<file path="config.mk">
export PLATFORM = sky130hd
export DESIGN_NAME = dead_time_monitor
export DESIGN_NICKNAME = d
export VERILOG_FILES = /design/src/rtl/hybrid_ctrl_pkg.sv /design/src/rtl/dt_sat_counter.sv /design/src/rtl/dead_time_monitor.sv
export SDC_FILE = /design/constraint.sdc
export NUM_CORES = 1
export LEC_CHECK = 0
export BUFFER_PORTS_ARGS = -buffer_cell sky130_fd_sc_hd__buf_2
export CAP_MARGIN = 20
export CORE_MARGIN = 3
export CORE_UTILIZATION = 50
export CTS_CLUSTER_DIAMETER = 80
export DETAILED_ROUTE_END_ITERATION = 12
export GPL_ROUTABILITY_DRIVEN = 1
export GPL_TIMING_DRIVEN = 0
export PLACE_DENSITY = 0.82
export SLEW_MARGIN = 30
export SYNTH_ARGS = -nofsm -noshare
export SYNTH_HDL_FRONTEND = slang
export SYNTH_SLANG_ARGS = --single-unit
</file>
<file path="constraint.sdc">
create_clock -name i_clock -period 2.8 [get_ports i_clock]
set_clock_uncertainty 0.15 [all_clocks]
set_input_delay 0 -clock i_clock [delete_from_list [all_inputs] [get_ports i_clock]]
set_output_delay 0 -clock i_clock [all_outputs]
set_load 0.05 [all_outputs]
</file>
<file path="src/rtl/hybrid_ctrl_pkg.sv">
// Types and widths shared between the dead-time insertion stage and its monitor.
package hybrid_ctrl_pkg;

  // Shared with the insertion stage so deadtime and min_dt widths always match.
  localparam int unsigned DT_CNT_W = 10;

  typedef enum logic [2:0] {
    S_IDLE,
    S_H_ON,
    S_L_ON,
    S_GAP_HL,
    S_GAP_LH,
    S_OVERLAP
  } dt_mon_state_t;

endpackage : hybrid_ctrl_pkg

</file>
<file path="src/rtl/dt_sat_counter.sv">
// Saturating up-counter used to measure gate gaps; load forces the count to 1.
import hybrid_ctrl_pkg::*;

module dt_sat_counter #(
  parameter int unsigned CNT_W = DT_CNT_W
) (
  input  logic             clk_i,
  input  logic             rst_i,
  input  logic             load_i,
  input  logic             inc_i,
  output logic [CNT_W-1:0] count_o
);

  logic [CNT_W-1:0] count_q;
  logic [CNT_W-1:0] count_d;

  always_comb begin
    count_d = count_q;
    if (load_i) begin
      count_d = CNT_W'(1);
    end else if (inc_i && (count_q != '1)) begin
      count_d = count_q + CNT_W'(1);
    end
  end

  always_ff @(posedge clk_i or posedge rst_i) begin
    if (rst_i) begin
      count_q <= '0;
    end else begin
      count_q <= count_d;
    end
  end

  assign count_o = count_q;

endmodule : dt_sat_counter

</file>
<file path="src/rtl/dead_time_monitor.sv">
// Measures the dead time between complementary gate commands in each direction
// and flags shoot-through and too-short gaps with sticky faults.
import hybrid_ctrl_pkg::*;

module dead_time_monitor #(
  parameter int unsigned CNT_W = DT_CNT_W
) (
  input  logic             i_clock,
  input  logic             i_reset,
  input  logic             i_gate_h,
  input  logic             i_gate_l,
  input  logic [CNT_W-1:0] i_min_dt,
  input  logic             i_fault_clear,
  output logic [CNT_W-1:0] o_dt_hl,
  output logic [CNT_W-1:0] o_dt_lh,
  output logic             o_dt_valid,
  output logic             o_dt_dir,
  output logic             o_shoot_through,
  output logic             o_dt_violation
);

  dt_mon_state_t    state_q, state_d;
  logic             s_h_q, s_l_q;
  logic             both_hi, both_lo;
  logic             cnt_load, cnt_inc;
  logic [CNT_W-1:0] count;
  logic             cap_hl, cap_lh;
  logic [CNT_W-1:0] cap_val;

  logic [CNT_W-1:0] dt_hl_q, dt_hl_d;
  logic [CNT_W-1:0] dt_lh_q, dt_lh_d;
  logic             valid_q, valid_d;
  logic             dir_q, dir_d;
  logic             shoot_q, shoot_d;
  logic             viol_q, viol_d;

  always_ff @(posedge i_clock or posedge i_reset) begin
    if (i_reset) begin
      s_h_q <= 1'b0;
      s_l_q <= 1'b0;
    end else begin
      s_h_q <= i_gate_h;
      s_l_q <= i_gate_l;
    end
  end

  assign both_hi = s_h_q & s_l_q;
  assign both_lo = ~s_h_q & ~s_l_q;

  dt_sat_counter #(
    .CNT_W (CNT_W)
  ) u_gap_cnt (
    .clk_i   (i_clock),
    .rst_i   (i_reset),
    .load_i  (cnt_load),
    .inc_i   (cnt_inc),
    .count_o (count)
  );

  always_comb begin
    state_d  = state_q;
    cnt_load = 1'b0;
    cnt_inc  = 1'b0;
    cap_hl   = 1'b0;
    cap_lh   = 1'b0;
    cap_val  = '0;
    // Overlap overrides every state, including an open gap.
    if (both_hi) begin
      state_d = S_OVERLAP;
    end else begin
      unique case (state_q)
        S_IDLE: begin
          if (s_h_q)      state_d = S_H_ON;
          else if (s_l_q) state_d = S_L_ON;
        end
        S_H_ON: begin
          if (both_lo) begin
            state_d  = S_GAP_HL;
            cnt_load = 1'b1;
          end else if (s_l_q) begin
            state_d = S_L_ON;
            cap_hl  = 1'b1;
          end
        end
        S_L_ON: begin
          if (both_lo) begin
            state_d  = S_GAP_LH;
            cnt_load = 1'b1;
          end else if (s_h_q) begin
            state_d = S_H_ON;
            cap_lh  = 1'b1;
          end
        end
        S_GAP_HL: begin
          if (both_lo) begin
            cnt_inc = 1'b1;
          end else if (s_l_q) begin
            state_d = S_L_ON;
            cap_hl  = 1'b1;
            cap_val = count;
          end else begin
            state_d = S_H_ON;
          end
        end
        S_GAP_LH: begin
          if (both_lo) begin
            cnt_inc = 1'b1;
          end else if (s_h_q) begin
            state_d = S_H_ON;
            cap_lh  = 1'b1;
            cap_val = count;
          end else begin
            state_d = S_L_ON;
          end
        end
        S_OVERLAP: begin
          if (s_h_q)      state_d = S_H_ON;
          else if (s_l_q) state_d = S_L_ON;
          else            state_d = S_IDLE;
        end
        default: state_d = S_IDLE;
      endcase
    end
  end

  always_comb begin
    dt_hl_d = dt_hl_q;
    dt_lh_d = dt_lh_q;
    valid_d = 1'b0;
    dir_d   = dir_q;
    shoot_d = i_fault_clear ? 1'b0 : shoot_q;
    viol_d  = i_fault_clear ? 1'b0 : viol_q;
    if (cap_hl) begin
      dt_hl_d = cap_val;
      dir_d   = 1'b0;
      valid_d = 1'b1;
    end
    if (cap_lh) begin
      dt_lh_d = cap_val;
      dir_d   = 1'b1;
      valid_d = 1'b1;
    end
    // Fault events take precedence over a simultaneous clear.
    if ((cap_hl || cap_lh) && (i_min_dt != '0) && (cap_val < i_min_dt)) begin
      viol_d = 1'b1;
    end
    if (both_hi) begin
      shoot_d = 1'b1;
    end
  end

  always_ff @(posedge i_clock or posedge i_reset) begin
    if (i_reset) begin
      state_q <= S_IDLE;
      dt_hl_q <= '0;
      dt_lh_q <= '0;
      valid_q <= 1'b0;
      dir_q   <= 1'b0;
      shoot_q <= 1'b0;
      viol_q  <= 1'b0;
    end else begin
      state_q <= state_d;
      dt_hl_q <= dt_hl_d;
      dt_lh_q <= dt_lh_d;
      valid_q <= valid_d;
      dir_q   <= dir_d;
      shoot_q <= shoot_d;
      viol_q  <= viol_d;
    end
  end

  assign o_dt_hl         = dt_hl_q;
  assign o_dt_lh         = dt_lh_q;
  assign o_dt_valid      = valid_q;
  assign o_dt_dir        = dir_q;
  assign o_shoot_through = shoot_q;
  assign o_dt_violation  = viol_q;

endmodule : dead_time_monitor

</file>
Word-level counts from Yosys, hierarchy flattened
Index checks and enable logic that the tools add are counted.
{"block": "totals", "reg_bits": 39, "output_inout_bits": 24, "elab_cells": 81}
{"block": "op_classes", "addsub": 1, "order_cmp": 1, "eq_ne": 9, "n_mux": 41, "bitwise_logic": 4, "n_reduce_logical": 15}
{"op": "2-to-1 mux 10 bit", "count": 7}
{"op": "2-to-1 mux 3 bit", "count": 8}
{"op": "2-to-1 mux 1 bit", "count": 20}
{"op": "case mux 10 bit (2 select lines)", "count": 1}
{"op": "case mux 3 bit (6 select lines)", "count": 1}
{"op": "adder 10 x 1 -> 10 bit (second input constant)", "count": 1}
{"op": "less-than comparator 10 bit", "count": 1}
{"op": "inequality test 10 bit (second input constant)", "count": 1}
{"op": "nonzero test 10 bit", "count": 1}
{"op": "2-to-1 mux 2 bit", "count": 4}
{"op": "nonzero test 2 bit", "count": 4}
{"op": "OR reduction 2 bit", "count": 4}
{"op": "== test 3 x 2 -> 1 bit (second input constant)", "count": 2}
{"op": "== test 3 bit (second input constant)", "count": 2}
{"op": "inequality test 3 bit (second input constant)", "count": 2}
{"op": "inequality test 4 bit (second input constant)", "count": 1}
{"op": "== test 3 x 1 -> 1 bit (second input constant)", "count": 1}
{"op": "logical AND 1 bit", "count": 3}
{"op": "zero test 3 bit", "count": 1}
{"op": "AND reduction 3 bit", "count": 1}
{"op": "bitwise AND 1 bit", "count": 2}
{"op": "inverter 1 bit", "count": 2}
{"op": "logical OR 1 bit", "count": 1}

Longest topological paths before layout
{"block": "logic_depth", "ltp_word": 9, "ltp_mapped": 11, "mapped_depth_nobuf": 9}

Cells and area by module
Synthesis repeated with hierarchy kept, for this count alone.
{"block": "unflattened", "cells_unflattened": 237, "area_unflattened_um2": 2177.1}
{"module": "dead_time_monitor", "n_inst": 1, "cells_each": 167, "area_each_um2": 1451.4, "seq_area_each_um2": 725.7}
{"module": "dt_sat_counter", "n_inst": 1, "cells_each": 70, "area_each_um2": 725.7, "seq_area_each_um2": 250.2}

Least setup slack after synthesis
Ideal clock, no wire load.
{"block": "synth_timing", "path_kind": "register to register", "from": "reg state_q[2]", "to": "reg viol_q, in the netlist o_dt_violation", "setup_ns": 0.083, "arrival_ns": 2.046, "path_slack_ns": 0.521, "path_stages_with_launch": 12, "period_less_slack_ns": 2.279, "path_cell_list": "dfrtp_1 -> buf_2 -> nand4bb_1 -> o2bb2ai_1 -> buf_2 -> nand2_1 -> inv_1 -> ha_1 -> a211o_1 -> o211ai_1 -> nand4_1 -> o21ai_0"}
{"block": "synth_via", "word_cells_on_any_way": 18}
{"item": "start: declaration", "line_no": "dead_time_monitor.sv:22", "rtl": "dt_mon_state_t state_q, state_d;"}
{"item": "start signal: assignment", "line_no": "dead_time_monitor.sv:162", "rtl": "state_q <= state_d;"}
{"item": "== test 3 bit or == test 3 x 2 -> 1 bit (tied branches)", "line_no": "dead_time_monitor.sv:71", "rtl": "unique case (state_q)"}
{"item": "case mux 10 bit (2 select lines) (*)", "line_no": "dead_time_monitor.sv:71"}
{"item": "2-to-1 mux 10 bit (*)", "line_no": "dead_time_monitor.sv:68", "rtl": "if (both_hi) begin"}
{"item": "via cap_val[7]", "line_no": "dead_time_monitor.sv:28", "rtl": "logic [CNT_W-1:0] cap_val;"}
{"item": "less-than comparator 10 bit (*)", "line_no": "dead_time_monitor.sv:144", "rtl": "if ((cap_hl || cap_lh) && (i_min_dt != '0) && (cap_val < i_min_dt)) begin"}
{"item": "logical AND 1 bit (*)", "line_no": "dead_time_monitor.sv:144"}
{"item": "2-to-1 mux 1 bit or nonzero test 2 bit (tied branches)"}
{"item": "end signal: assignment", "line_no": "dead_time_monitor.sv:168", "rtl": "viol_q <= viol_d;"}
{"item": "end: declaration", "line_no": "dead_time_monitor.sv:35", "rtl": "logic viol_q, viol_d;"}
The timed path passes the listed nets; every way through them passes the cells marked *.
A chain may end at the register's enable or synchronous reset.

Final worst setup path
Ends and elaborated chain as after synthesis.

==> key figures <==
Detailed routing
  – Initial DRC count: 125
  – Total wire length: 4590 um
  – TritonRoute pass-1 iters: 4
  – ANT nets after route: 0
  – Vias: 1759
  – DRC: 0
  – Post-DR vias/cell: 5.40
  – Drt wl/cell: 14.1 um

Floorplanning
  – Core area: 0.00377 mm^2
  – Initial Util: 53.7%
  – Die X: 69.7 um
  – Number of cell rows: 22
  – IO Count: 39
  – Die area: 0.00485 mm^2
  – Chip height: 69.7 um

Timing
  – Final setup violation count: 0
  – Max transition margin: 57.4%
  – Worst Tran Pin Value: 635 ps
  – Final period utilization: 92.3%
  – Hold Worst Slack: 12.9 ps
  – Final Hold Viols: 0
  – Post-layout min period: 2590 ps
  – Final Slew Violations: 0
  – Fmax: 387 MHz
  – Final TNS setup: 0 ps
  – Fin worst setup slack: 214 ps
  – RSZ-0062 raised after global routing: no

Synth
  – Yosys top cell area share: 48.1%
  – Synthesized net count: 252
  – Yosys warns: 0
  – Ys async rst share: 100%
  – Mapped cell area: 0.00203 mm^2
  – Post-synth top area cell: dfrtp_1
  – Netlist cell types: 37
  – Sequential area share after synthesis: 48.1%
  – EDFF count, synth: 0
  – Synth Instances: 227
  – Synth area leaders: dfrtp_1, nand2_1, o21ai_0, ha_1, inv_1
  – Main synth FF type: dfrtp_1
  – Mean Syn Cell Area: 8.93 um^2
  – FF+latch count, synth: 39

Global routing
  – Gr ovfl total: 0
  – Initial antenna violation count: 0
  – Vias in the first global route: 1715
  – GRT Util Overall: 20.0%
  – First-pass GRT wire length: 7690 um
  – Largest net degree at the start of global routing: 30

Finish
  – Layout Utilization: 65.3%
  – Antenna cell count: 0
  – NumNets Final: 302
  – Fillers: 307
  – Fin cells: 326
  – Share of cells above drive strength 1: 21.2%
  – Multi-input logic area: 918 um^2
  – Sequential Area: 976 um^2
  – Post-route cell area: 0.00246 mm^2
  – Most frequent cells in the layout: nand2_1, buf_2, dfrtp_1, o21ai_0, inv_1
  – Area growth syn-to-layout: 21.4%
  – Most common cell after layout, fill and taps aside: nand2_1

Power
  – Psw: 0.358 mW
  – Pwr Total: 1.30 mW
  – Pint: 0.945 mW
  – Clock network fraction of design power: 37.9%
  – Reg power frac: 47.2%
  – Comb pwr share: 14.9%
  – Sw frac: 27.5%
  – Pwr per Cell Area: 530 mW/mm^2
  – Leak: 1.30 nW
  – IR drop worst, VDD: 0.000365 V

Critical path
  – R2R depth: 11
  – R2r setup slk: 210 ps
  – Highest-delay cell along the critical path: dfrtp_1
  – Worst r2r src: state_q[2]
  – Endpoint class of the critical path: flip-flop
  – Most used cell, CP: buf_2
  – Crit path buf inv count: 3
  – Data arrival, critical path: 2660 ps
  – R2r endpoint: o_dt_violation
  – Worst-path cell chain: buf_2, nand4bb_1, o2bb2ai_2, buf_2, nand2_1, inv_1, ha_1, a211o_1, o211ai_1, nand4_1, o21ai_0
  – CP max FO: 10
  – Crit-path max cell delay: 350 ps
  – Setup Crit Path Kind: reg -> reg
  – Worst EP required: 2870 ps
  – CP top delay family: compound AO/OA/AOI/OAI gates
  – Startpoint kind of the worst setup timing path: flip-flop

Place
  – Placed Cells: 314
  – Pre-CTS setup slack: 162 ps
  – Cell Area, Placed: 0.00230 mm^2
  – Port buffer count: 38
  – HPWL after DPL: 3440 um
  – GPL Wtd Cong: 0.895

Clock tree
  – Clock sink total: 39
  – Max Root-Sink Buffers: 2
  – CTS root buffer: clkbuf_8
  – Setup bufs post-CTS: 0
  – Htree depth: 2
  – Clock latency on the worst-skew pair: 300 ps
  – CTS tree: yes
  – TritonCTS Buffers: 5
  – Clock slew at reported path FFs: 80 ps

Flow run
  – Max_cap viols: 0

Min path
  – Hold Path Class: in -> async

Status
  – Status: complete, no violations
-- registers in the layout (all words and copies together) (netlist names) --
signal and flops:
o_dt_valid 1, o_dt_dir 1, s_l_q 1, state_q 3, o_dt_hl 10, o_dt_lh 10
o_shoot_through 1, o_dt_violation 1, s_h_q 1, u_gap_cnt.count_o 10
-- power by group through the flow --
stage	Combinational, mW	Clock (mW)	Sequential (mW)
5_1_grt	0.214	0.524	0.622
3_5_place_dp	0.189	0	0.626
6_report	0.194	0.494	0.616
3_3_place_gp	0.181	0	0.625
4_1_cts	0.194	0.495	0.615
2_1_floorplan	0.0964	0	0.663
-- worst register-to-register path, cell delays in order (launching register included) --
cell and delay [ps]:
dfrtp_1 350, buf_2 160, nand4bb_1 310, o2bb2ai_2 240
buf_2 220, nand2_1 130, inv_1 80, ha_1 240
a211o_1 260, o211ai_1 110, nand4_1 100, o21ai_0 170
-- routing by layer --
| metal | vias to the layer above | track usage [%] | routed length [um] |
|---|---|---|---|
| met5 | - | 0 | 0 |
| met1 | 812 | 24.4 | 2030 |
| met2 | 68 | 33.5 | 2160 |
| li1 | 869 | - | - |
| met3 | 10 | 5.80 | 315 |
| met4 | 0 | 7.45 | 88 |
-- cells by family after synthesis --
logic type / Yosys count / synth area share (%)
AND/OR/NAND/NOR: 88 / 21.8
adder cells (fa/ha/maj): 10 / 6.17
AO/OA/AOI/OAI: 47 / 13.2
XOR/XNOR: 2 / 0.864
buffers and inverters: 35 / 6.85
flip-flops: 39 / 48.1
multiplexers: 6 / 2.96
-- Yosys cell counts (4+ instances only) --
library cell / n
a21oi_1: 8
nand2b_1: 4
mux2i_1: 6
ha_1: 10
nand3_1: 6
clkbuf_1: 5
nor3_1: 4
nand4_1: 5
nor4_1: 4
nand2_1: 46
o21ai_0: 28
buf_2: 6
dfrtp_1: 39
inv_1: 24
-- worst max path at each step --
stage	slack (ps)	cells after the start	end	startpoint
after floorplan	520	11	o_dt_violation	state_q[2]
after detailed placement	160	11	o_dt_violation	state_q[2]
final	210	11	o_dt_violation	state_q[2]
after global routing	50	11	o_dt_violation	s_h_q
after global placement	270	11	o_dt_violation	state_q[2]
after CTS	160	11	o_dt_violation	state_q[2]
-- area by class of cell --
cell class                 instances  area share (%)
timing repair buffer              43            10.2
tap                               48            2.44
multi-input combinational        153            37.3
clock inverter                     2            1.42
clock buffer                       6            3.36
buffer                            11            1.98
sequential                        39            39.7
inverter                          24            3.66
-- timing repair --
item,in CTS,in global routing
setup endpoints to repair,0,1
hold buffers,4,0
endpoints found under the hold margin,43,0
gates resized for setup,0,1
Note: power is estimated with default switching activity, not from simulation.
